==> src/rtl/decoder_onehot_seq.sv <==
`default_nettype none
// +--------------------------------------------------------------------------+
// | Module      : decoder_onehot_seq                                         |
// | Description : Registered SEL_W-to-2**SEL_W one-hot decoder with a        |
// |               valid/ready request port, HOLD (level) and PULSE (timed    |
// |               strobe) modes. Optional sticky one-hot checker enabled by  |
// |               defining DECODER_ONEHOT_CHECK_EN (adds port onehot_err).   |
// | Revision    : 1.0 - initial release                                      |
// +--------------------------------------------------------------------------+
module decoder_onehot_seq #(
  parameter int SEL_W     = 4,
  parameter int PULSE_LEN = 4
) (
  input  logic                    clk,
  input  logic                    rst,
  input  logic                    en,
  input  logic                    in_valid,
  output logic                    in_ready,
  input  logic [SEL_W-1:0]        in_sel,
  input  logic                    in_mode,
  output logic [(1<<SEL_W)-1:0]   out,
  output logic                    busy,
  output logic                    done
`ifdef DECODER_ONEHOT_CHECK_EN
  ,
  output logic                    onehot_err
`endif
);

  localparam int OUT_W = 1 << SEL_W;
  localparam int CNT_W = $clog2(PULSE_LEN + 1);
  localparam logic [CNT_W-1:0] C_CNT_LOAD = CNT_W'(PULSE_LEN - 1);

  typedef enum logic [1:0] {
    ST_IDLE  = 2'd0,
    ST_HOLD  = 2'd1,
    ST_PULSE = 2'd2
  } state_t;

  state_t             r_state, w_state_nxt;
  logic [OUT_W-1:0]   r_out,   w_out_nxt;
  logic               r_busy,  w_busy_nxt;
  logic               r_done,  w_done_nxt;
  logic [CNT_W-1:0]   r_cnt,   w_cnt_nxt;
  logic               w_accept;
  logic [OUT_W-1:0]   w_dec;

  assign in_ready = en && !rst && (r_state != ST_PULSE);
  assign w_accept = in_valid && in_ready;
  assign w_dec    = OUT_W'(1) << in_sel;

  always_comb begin
    w_state_nxt = r_state;
    w_out_nxt   = r_out;
    w_busy_nxt  = r_busy;
    w_done_nxt  = 1'b0;
    w_cnt_nxt   = r_cnt;
    if (!en) begin
      // Dropping enable aborts any strobe silently (no done).
      w_state_nxt = ST_IDLE;
      w_out_nxt   = '0;
      w_busy_nxt  = 1'b0;
      w_cnt_nxt   = '0;
    end else begin
      case (r_state)
        ST_IDLE, ST_HOLD: begin
          if (w_accept) begin
            w_out_nxt = w_dec;
            if (in_mode) begin
              w_state_nxt = ST_PULSE;
              w_busy_nxt  = 1'b1;
              w_cnt_nxt   = C_CNT_LOAD;
            end else begin
              w_state_nxt = ST_HOLD;
              w_busy_nxt  = 1'b0;
            end
          end else if (r_state == ST_IDLE) begin
            w_out_nxt = '0;
          end
        end
        ST_PULSE: begin
          if (r_cnt == '0) begin
            w_state_nxt = ST_IDLE;
            w_out_nxt   = '0;
            w_busy_nxt  = 1'b0;
            w_done_nxt  = 1'b1;
          end else begin
            w_cnt_nxt = r_cnt - CNT_W'(1);
          end
        end
        default: begin
          w_state_nxt = ST_IDLE;
          w_out_nxt   = '0;
          w_busy_nxt  = 1'b0;
          w_cnt_nxt   = '0;
        end
      endcase
    end
  end

  always_ff @(posedge clk) begin
    if (rst) begin
      r_state <= ST_IDLE;
      r_out   <= '0;
      r_busy  <= 1'b0;
      r_done  <= 1'b0;
      r_cnt   <= '0;
    end else begin
      r_state <= w_state_nxt;
      r_out   <= w_out_nxt;
      r_busy  <= w_busy_nxt;
      r_done  <= w_done_nxt;
      r_cnt   <= w_cnt_nxt;
    end
  end

  assign out  = r_out;
  assign busy = r_busy;
  assign done = r_done;

`ifdef DECODER_ONEHOT_CHECK_EN
  logic r_onehot_err;
  logic w_err_cond;

  // x & (x-1) is non-zero exactly when more than one bit of x is set.
  assign w_err_cond = ((r_out & (r_out - OUT_W'(1))) != '0) || (r_busy && (r_out == '0));

  always_ff @(posedge clk) begin
    if (rst) begin
      r_onehot_err <= 1'b0;
    end else if (w_err_cond) begin
      r_onehot_err <= 1'b1;
    end
  end

  assign onehot_err = r_onehot_err;
`endif

endmodule
`default_nettype wire

==> config.mk <==
export PLATFORM = sky130hd
export DESIGN_NAME = decoder_onehot_seq
export DESIGN_NICKNAME = d
export VERILOG_FILES = /design/src/rtl/decoder_onehot_seq.sv
export SDC_FILE = /design/constraint.sdc
export NUM_CORES = 1
export LEC_CHECK = 0
export CAP_MARGIN = 10
export CORE_ASPECT_RATIO = 0.7
export CORE_UTILIZATION = 46
export DETAILED_ROUTE_END_ITERATION = 7
export GPL_TIMING_DRIVEN = 0
export MAX_ROUTING_LAYER = met4
export PLACE_DENSITY_LB_ADDON = 0.12
export SYNTH_ARGS = -nofsm -noshare
export SYNTH_HDL_FRONTEND = slang
export SYNTH_SLANG_ARGS = --single-unit
==> constraint.sdc <==
create_clock -name clk -period 1.7 [get_ports clk]
set_clock_uncertainty 0.15 [all_clocks]
set_input_delay 0.255 -clock clk [delete_from_list [all_inputs] [get_ports clk]]
set_output_delay 0.255 -clock clk [all_outputs]
set_load 0.02 [all_outputs]
; Word-level counts from Yosys, hierarchy flattened
; Cells that the tools add are included.
[word_totals]
ff_bits = 23
output_inout_bits = 19
wordCells = 46
[classes]
add_sub_neg = 1
n_eq_ne = 8
n_shift = 1
mux = 17
bitwise = 2
n_reduce_logical = 12
[ops]
columns = operator, count
row1 = two-way mux 16 bit, 3
row2 = case mux 16 bit (2 select lines), 1
row3 = "left shift 1 x 4 -> 16 bit, first input constant", 1
row4 = "!= test 2 bit, second input constant", 5
row5 = two-way mux 3 bit, 3
row6 = two-way mux 2 bit, 3
row7 = case mux 3 bit (2 select lines), 1
row8 = two-way mux 1 bit, 4
row9 = case mux 2 bit (2 select lines), 1
row10 = AND reduction 2 bit, 2
row11 = OR reduction 2 bit, 2
row12 = logical AND 1 bit, 3
row13 = zero test 3 bit, 1
row14 = "!= test 3 bit, second input constant", 1
row15 = AND reduction 3 bit, 1
row16 = OR reduction 3 bit, 1
row17 = "subtractor 3 x 1 -> 3 bit, second input constant", 1
row18 = "equality test 2 x 1 -> 1 bit, second input constant", 1
row19 = "equality test 2 bit, second input constant", 1
row20 = zero test 2 bit, 1
row21 = NOT 1 bit, 2
row22 = case mux 1 bit (2 select lines), 1
row23 = zero test 1 bit, 1

; Longest topological paths before layout
; Gate-level depths: netlist of run 1.
[depth]
word_depth = 6
ltp_mapped = 6

; Worst setup path after synthesis of run 1
; OpenSTA, ideal clock, no wires.
[synth_path]
kind = register -> register
startpoint = register r_cnt[0]
endpoint = register r_out[6], in the netlist out[6]
setup_ns = 0.120
arrival_ns = 1.149
required_ns = 1.430
path_slack_ns = 0.281
path_stages_with_launch = 7
n_path_buf = 1
path_cell_list = dfxtp_1 inv_1 ha_1 nand2b_1 a21oi_2 buf_6 o22ai_1
[synth_via]
elab_chain_cells = 3
[synth_lines]
columns = element, line_no
row1 = from (decl), 44  ; logic [CNT_W-1:0] r_cnt, w_cnt_nxt;
row2 = from (signal assigned), 113  ; r_cnt <= w_cnt_nxt;
row3 = zero test 3 bit, 82  ; if (r_cnt == '0) begin
row4 = != test 2 bit (no source line), -
row5 = AND reduction 2 bit (no source line), -
row6 = to (signal assigned), 110  ; r_out <= w_out_nxt;
row7 = to (decl), 41  ; logic [OUT_W-1:0] r_out, w_out_nxt;
; Every way passes these cells.
; A chain may end at the register's enable or synchronous reset.

; Worst setup path after layout of run 1
[layout_path]
startpoint = register r_state[0]
endpoint = output port in_ready
[layout_via]
elab_chain_cells = 2
[layout_lines]
columns = element, line_no
row1 = from (decl), 40  ; state_t r_state, w_state_nxt;
row2 = from (signal assigned), 109  ; r_state <= w_state_nxt;
row3 = != test 2 bit, 48  ; assign in_ready = en && !rst && (r_state != ST_PULSE);
row4 = logical AND 1 bit, 48
row5 = to (decl), 18  ; output logic in_ready,
; Every way passes these cells.

==> results of run 1 <==
==> synth_stat cells, drive strengths merged <==
cell type / count
ha: 2
a21oi: 3
nand2: 21
nor4: 1
a2111oi: 2
mux2i: 1
inv: 4
nor2b: 5
nor3b: 2
nor4bb: 1
nor3: 1
and4b: 1
and3b: 1
nand3: 10
nor2: 5
buf: 5
o21ai: 12
nand2b: 3
a211oi: 2
a21o: 1
clkbuf: 2
o22ai: 5
a31oi: 1
nand4: 1
dfxtp: 22
==> layout by cell type, fill, tap and decap left out, types with 2 or more instances in the layout <==
cell type and n:
a21oi_1 2, nor2_1 5, ha_1 2, buf_2 4
inv_1 4, dfxtp_1 21, o22ai_1 5, nand3_1 10
a211oi_1 2, nor2b_1 4, o21ai_2 5, o21ai_0 7
clkbuf_4 3, dlymetal6s2s_1 17, clkdlybuf4s50_1 8, nand2_1 21
==> metal layers <==
metal | vias to the layer above | track usage | part of all wire
li1 | 462 | - | -
met1 | 412 | 0.274 | 0.49
met2 | 25 | 0.406 | 0.45
met3 | 4 | 0.0568 | 0.054
met4 | 0 | 0.0732 | 0.010
met5 | - | - | 0
==> worst paths after layout <==
| kind | from | end | slack, ps | cells after the start |
|---|---|---|---|---|
| worst max register to register | r_cnt[0]$_SDFFE_PP0P_ | out[15]$_SDFFE_PP0P_ | 150 | 6 |
| worst min-delay path | en | r_cnt[0]$_SDFFE_PP0P_ | 290 | 3 |
| worst min register to register | out[3]$_SDFFE_PP0P_ | out[3]$_SDFFE_PP0P_ | 310 | 2 |
| worst max-delay path | r_state[0]$_SDFFE_PP0P_ | in_ready | 80 | 3 |
==> registers in the layout, summed over array words and instances, names as in the netlist <==
name / cells
out: 16
r_cnt: 3
r_state: 2
done: 1
==> metrics by stage <==
step,TNS (ps),instance area [µm²],setup slack [ps],cells,hold WS (ps)
floorplan,0,982,281,114,218
global placement,-598,1280,-440,163,297
detailed placement,-903,1280,-462,163,300
CTS,0,1310,5.64,166,288
global route,0,1360,20.1,166,294
finish,0,1360,78.1,166,290
==> worst register-to-register path: cells and delay by family (launching register included) <==
family,cells,cell delay [ps]
compound gates,2,320
fa+ha+maj,1,210
buf+inv,2,270
flops,1,350
simple gates,1,140
==> kinds of logic (layout without fill, tap and decap cells) <==
group / after synthesis / in the layout / share of synthesized area
fa+ha+maj: 2 / 2 / 0.0255
mux: 1 / 1 / 0.0102
simple gates: 52 / 52 / 0.271
compound gates: 26 / 26 / 0.186
flops: 22 / 22 / 0.448
buf+inv: 11 / 41 / 0.0586
==> power groups by stage <==
stage | Clock, mW | Sequential (mW) | Combinational, mW
floorplan | 0 | 0.541 | 0.0585
global placement | 0 | 0.538 | 0.106
detailed placement | 0 | 0.538 | 0.110
CTS | 0.236 | 0.527 | 0.112
global route | 0.260 | 0.529 | 0.122
finish | 0.236 | 0.527 | 0.113
==> what timing repair did <==
action / in CTS / in global routing
gates cloned: 0 / 0
endpoints found under the setup margin: 3 / 27
resized for setup: 9 / 18
hold buffers: 0 / 0
pin swaps: 0 / 1
==> area by class of cell <==
cell class	count	area, µm²	area share
well taps	22	27.5	0.0203
inverters	4	15.0	0.0111
flip-flops and latches	22	442	0.325
repair buffers	27	307	0.226
plain buffers	7	42.5	0.0313
multi-input cells	81	502	0.370
clock buffers	3	22.5	0.0166
==> results_dict.tcl, run 1 <==
set metrics [dict create \
    hpwl_mm 1.75 \
    cts_root_buf "clkbuf_4" \
    hold_viol 0 \
    die-area_mm2 0.00233 \
    drv_slew 0 \
    clk_pin_slew_ps 120 \
    nets 157 \
    htreeDepth 1 \
    route.detailed.drc 2 \
    grt_usage 0.232 \
    intPower_mw 0.653 \
    fin_crit_ps 1620 \
    synth_fp_nets 125 \
    cp_cell_sequence "nor2b_2 -> nor2_1 -> buf_2" \
    antenna_cells 0 \
    first_pass_iters 6 \
    grt_remaining_overflow 0 \
    antenna_found_initial 0 \
    portBuffers 27 \
    ys_seq_elements 22 \
    status "finished with violations" \
    synth_cell_type_count 33 \
    fin_crit_sh 0.954 \
    crit_family "flip-flops" \
    drt-total-wl_mm 2.37 \
    ys_warn_count 0 \
    hold_class "in2reg" \
    p_leak_nw 0.781 \
    drive_above_1_share 0.160 \
    synth_area_leaders "dfxtp_1 (45%), nand2_1 (8.0%), nand3_1 (5.1%)" \
    grt_pass1_vias 799 \
    crit_path_start_kind "register" \
    grt_pass1_wl_mm 3.69 \
    power.total_mw 0.877 \
    maxCapViolCount 0 \
    avgSynthCellArea_um2 8.62 \
    place.gp.congestion 0.847 \
    ant_nets 0 \
    tightest_slew_ps 442 \
    violations "DRC" \
    via_count 903 \
    vias_per_cell 5.44 \
    cts_buffers 3 \
    cts_sinks 22 \
    switching_share 0.256 \
    critPathMaxFanout 8 \
    rsz0062_at_grt "false" \
    p_per_area_mw_per_mm2 646 \
    pwr-share-clk 0.270 \
    crit_arrival_ps 1220 \
    comb_power_share 0.129 \
    core_region_area_mm2 0.00194 \
    p_switching_mw 0.224 \
    initial_core_util 0.507 \
    timing.fmax_ghz 0.617 \
    drt-initial-drc-count 21 \
    clockBufferDepth 2 \
    synth_area_um2 982 \
    synth_top_area_frac 0.448 \
    crit_type "reg2out" \
    fillerInstances 165 \
    routedWlPerCell_um 14.3 \
    areaGrowthSynthToFinish_pct 38.2 \
    crit_buf_inv 1 \
    die_h_um 40.7 \
    die_w_um 57.2 \
    utilization 0.701 \
    critPathSlowestCell "dfxtp_2" \
    peakVddDrop_v 0.000381 \
    placementRows 13 \
    power_frac_seq 0.601 \
    setup_viol 0 \
    slowest_delay_ps 390 \
    clock_latency_ps 310 \
    synth_cells 114 \
    slew_headroom 0.704 \
    end_kind "primary output" \
    crit_required_ps 1290 \
    ios 28 \
    post_cts_buffers 0 \
    cts_tree "built" \
    grt_max_degree 12 \
    synth_top_cell_by_area "dfxtp_1" \
    ys_seq_area_frac 0.448 \
]
(Power assumes the default switching activity.)
==> inputs of run 2 (changes only) <==
==> constraint.sdc (replaced) <==
create_clock -name clk -period 1.7 [get_ports clk]
set_clock_uncertainty 0.15 [all_clocks]
set_input_delay 0.255 -clock clk [delete_from_list [all_inputs] [get_ports clk]]
set_output_delay 0.255 -clock clk [all_outputs]
set_load 0.05 [all_outputs]
==> results_dict.tcl, run 2 (synthesis gave the netlist of run 1 again) <==
set metrics [dict create \
    status "finished with violations" \
    violations "DRC" \
    route.detailed.drc 3 \
    first_pass_iters 6 \
    cts_buffers 3 \
    portBuffers 27 \
    crit_arrival_ps 1260 \
    vias_per_cell 5.48 \
    drt-initial-drc-count 26 \
    drt-total-wl_mm 2.21 \
    clockBufferDepth 2 \
    nets 158 \
    largest_register_ffs 16 \
    tightest_slew_ps 503 \
    grt_usage 0.216 \
    routedWlPerCell_um 13.2 \
    placementRows 13 \
    p_per_area_mw_per_mm2 674 \
    crit_path_start_kind "input port" \
    slew_headroom 0.666 \
    ios 28 \
    ant_nets 0 \
    p_leak_nw 0.555 \
    maxCapViolCount 0 \
    drv_slew 0 \
    clk_pin_slew_ps 110 \
    cts_tree "built" \
    clock_latency_ps 300 \
    grt_remaining_overflow 0 \
    switching_share 0.257 \
    antenna_found_initial 0 \
    die_w_um 57.2 \
    cts_root_buf "clkbuf_4" \
    final_cell_mix "nand2_1 (21), dfxtp_1 (21), dlygate4sd2_1 (18)" \
    die-area_mm2 0.00233 \
    cts_sinks 22 \
    crit_family "buffers and inverters" \
    hold_slack_ps 316 \
    timing.fmax_ghz 0.601 \
    grt_pass1_wl_mm 3.51 \
    crit_buf_inv 2 \
    intPower_mw 0.653 \
    fin_crit_ps 1670 \
    crit_type "in2out" \
    slowest_delay_ps 560 \
    htreeDepth 1 \
    hpwl_mm 1.64 \
    areaGrowthSynthToFinish_pct 32.7 \
    grt_max_degree 12 \
    via_count 915 \
    hold_class "reg2reg" \
    fin_crit_sh 0.980 \
    die_h_um 40.7 \
    fin_cells 167 \
    hold_viol 0 \
    power.total_mw 0.879 \
    grt_pass1_vias 749 \
    comb_power_share 0.140 \
    p_switching_mw 0.226 \
    cts_hold_buf 0 \
    critPathSlowestCell "clkdlybuf4s50_1" \
    place_ws_ps -691 \
    crit_required_ps 1290 \
    antenna_cells 0 \
    postLayoutSetupSlackWorst_ps 34.8 \
    setup_viol 0 \
    pwr-share-clk 0.261 \
    dp_cells 163 \
    cp_cell_sequence "clkdlybuf4s50_1 -> nand2b_4 -> nor2_2 -> buf_4" \
    power_frac_seq 0.599 \
    place.gp.congestion 0.817 \
    critPathMaxFanout 7 \
    peakVddDrop_v 0.000493 \
    end_kind "primary output" \
    drive_above_1_share 0.166 \
    initial_core_util 0.507 \
    core_region_area_mm2 0.00194 \
]
[run 2: cell types whose count changed in the layout (fill, tap and decap cells not counted), sizes merged]
cell          previous run  this run
buf                      6         7
dlymetal6s2s            17         0
dlygate4sd2              1        18
[run 2: worst paths after layout]
kind	startpoint	to	slack, ps	cells after the start
hold reg to reg	out[11]$_SDFFE_PP0P_	out[11]$_SDFFE_PP0P_	320	2
setup reg to reg	r_cnt[0]$_SDFFE_PP0P_	out[10]$_SDFFE_PP0P_	170	6
setup / recovery	en	in_ready	30	4
hold / removal	out[11]$_SDFFE_PP0P_	out[11]$_SDFFE_PP0P_	320	2
[run 2: final cells by class]
cell class                      count  area (µm²)
Inverter                            4        15.0
Timing Repair Buffer               28         253
Sequential cell                    22         442
Buffer                              7        42.5
Fill cell                         164         632
Clock buffer                        3        22.5
Multi-Input combinational cell     81         502
Tap cell                           22        27.5
[run 2: worst min-delay path, stage by stage, from the launching register on]
cell     delay (ps)
dfxtp_1         320
nand2_1          50
o21ai_0          60
[run 2: layer usage]
layer / global-route usage / share of wire / wire (µm)
met5: - / 0 / 0
met4: 0.0549 / 0.0068 / 15
met3: 0.0568 / 0.066 / 145
met2: 0.353 / 0.43 / 957
met1: 0.275 / 0.49 / 1090
[run 2: power groups by stage]
| stage | registers [mW] | logic (mW) | clock network (mW) |
|---|---|---|---|
| after floorplan | 0.548 | 0.0623 | 0 |
| after global placement | 0.538 | 0.116 | 0 |
| after detailed placement | 0.538 | 0.119 | 0 |
| after CTS | 0.526 | 0.119 | 0.234 |
| after global routing | 0.528 | 0.133 | 0.257 |
| final | 0.527 | 0.123 | 0.229 |
[run 2: what timing repair did]
item | in CTS | in global routing
pin swaps | 0 | 1
endpoints found under the setup margin | 19 | 11
gates resized for setup | 26 | 2
setup buffers | 0 | 1
endpoints found under the hold margin | 0 | 0
[run 2: per-stage QoR]
stage / TNS, ps / area [µm²] / utilization
6_report: 0 / 1300 / 0.674
3_5_place_dp: -1140 / 1280 / 0.663
4_1_cts: 0 / 1290 / 0.665
5_1_grt: -0.877 / 1300 / 0.674
3_3_place_gp: -836 / 1280 / 0.663
2_1_floorplan: 0 / 985 / -
==> inputs of run 3 (changes only) <==
--- a/config.mk
+++ b/config.mk
@@ -5,9 +5,10 @@
 export SDC_FILE = /design/constraint.sdc
 export NUM_CORES = 1
 export LEC_CHECK = 0
-export CAP_MARGIN = 10
+export CAP_MARGIN = 30
 export CORE_ASPECT_RATIO = 0.7
 export CORE_UTILIZATION = 46
+export CTS_CLUSTER_SIZE = 30
 export DETAILED_ROUTE_END_ITERATION = 7
 export GPL_TIMING_DRIVEN = 0
 export MAX_ROUTING_LAYER = met4
==> results of run 3 <==
The final DEF is identical to that of run 2; final timing and power are the same.
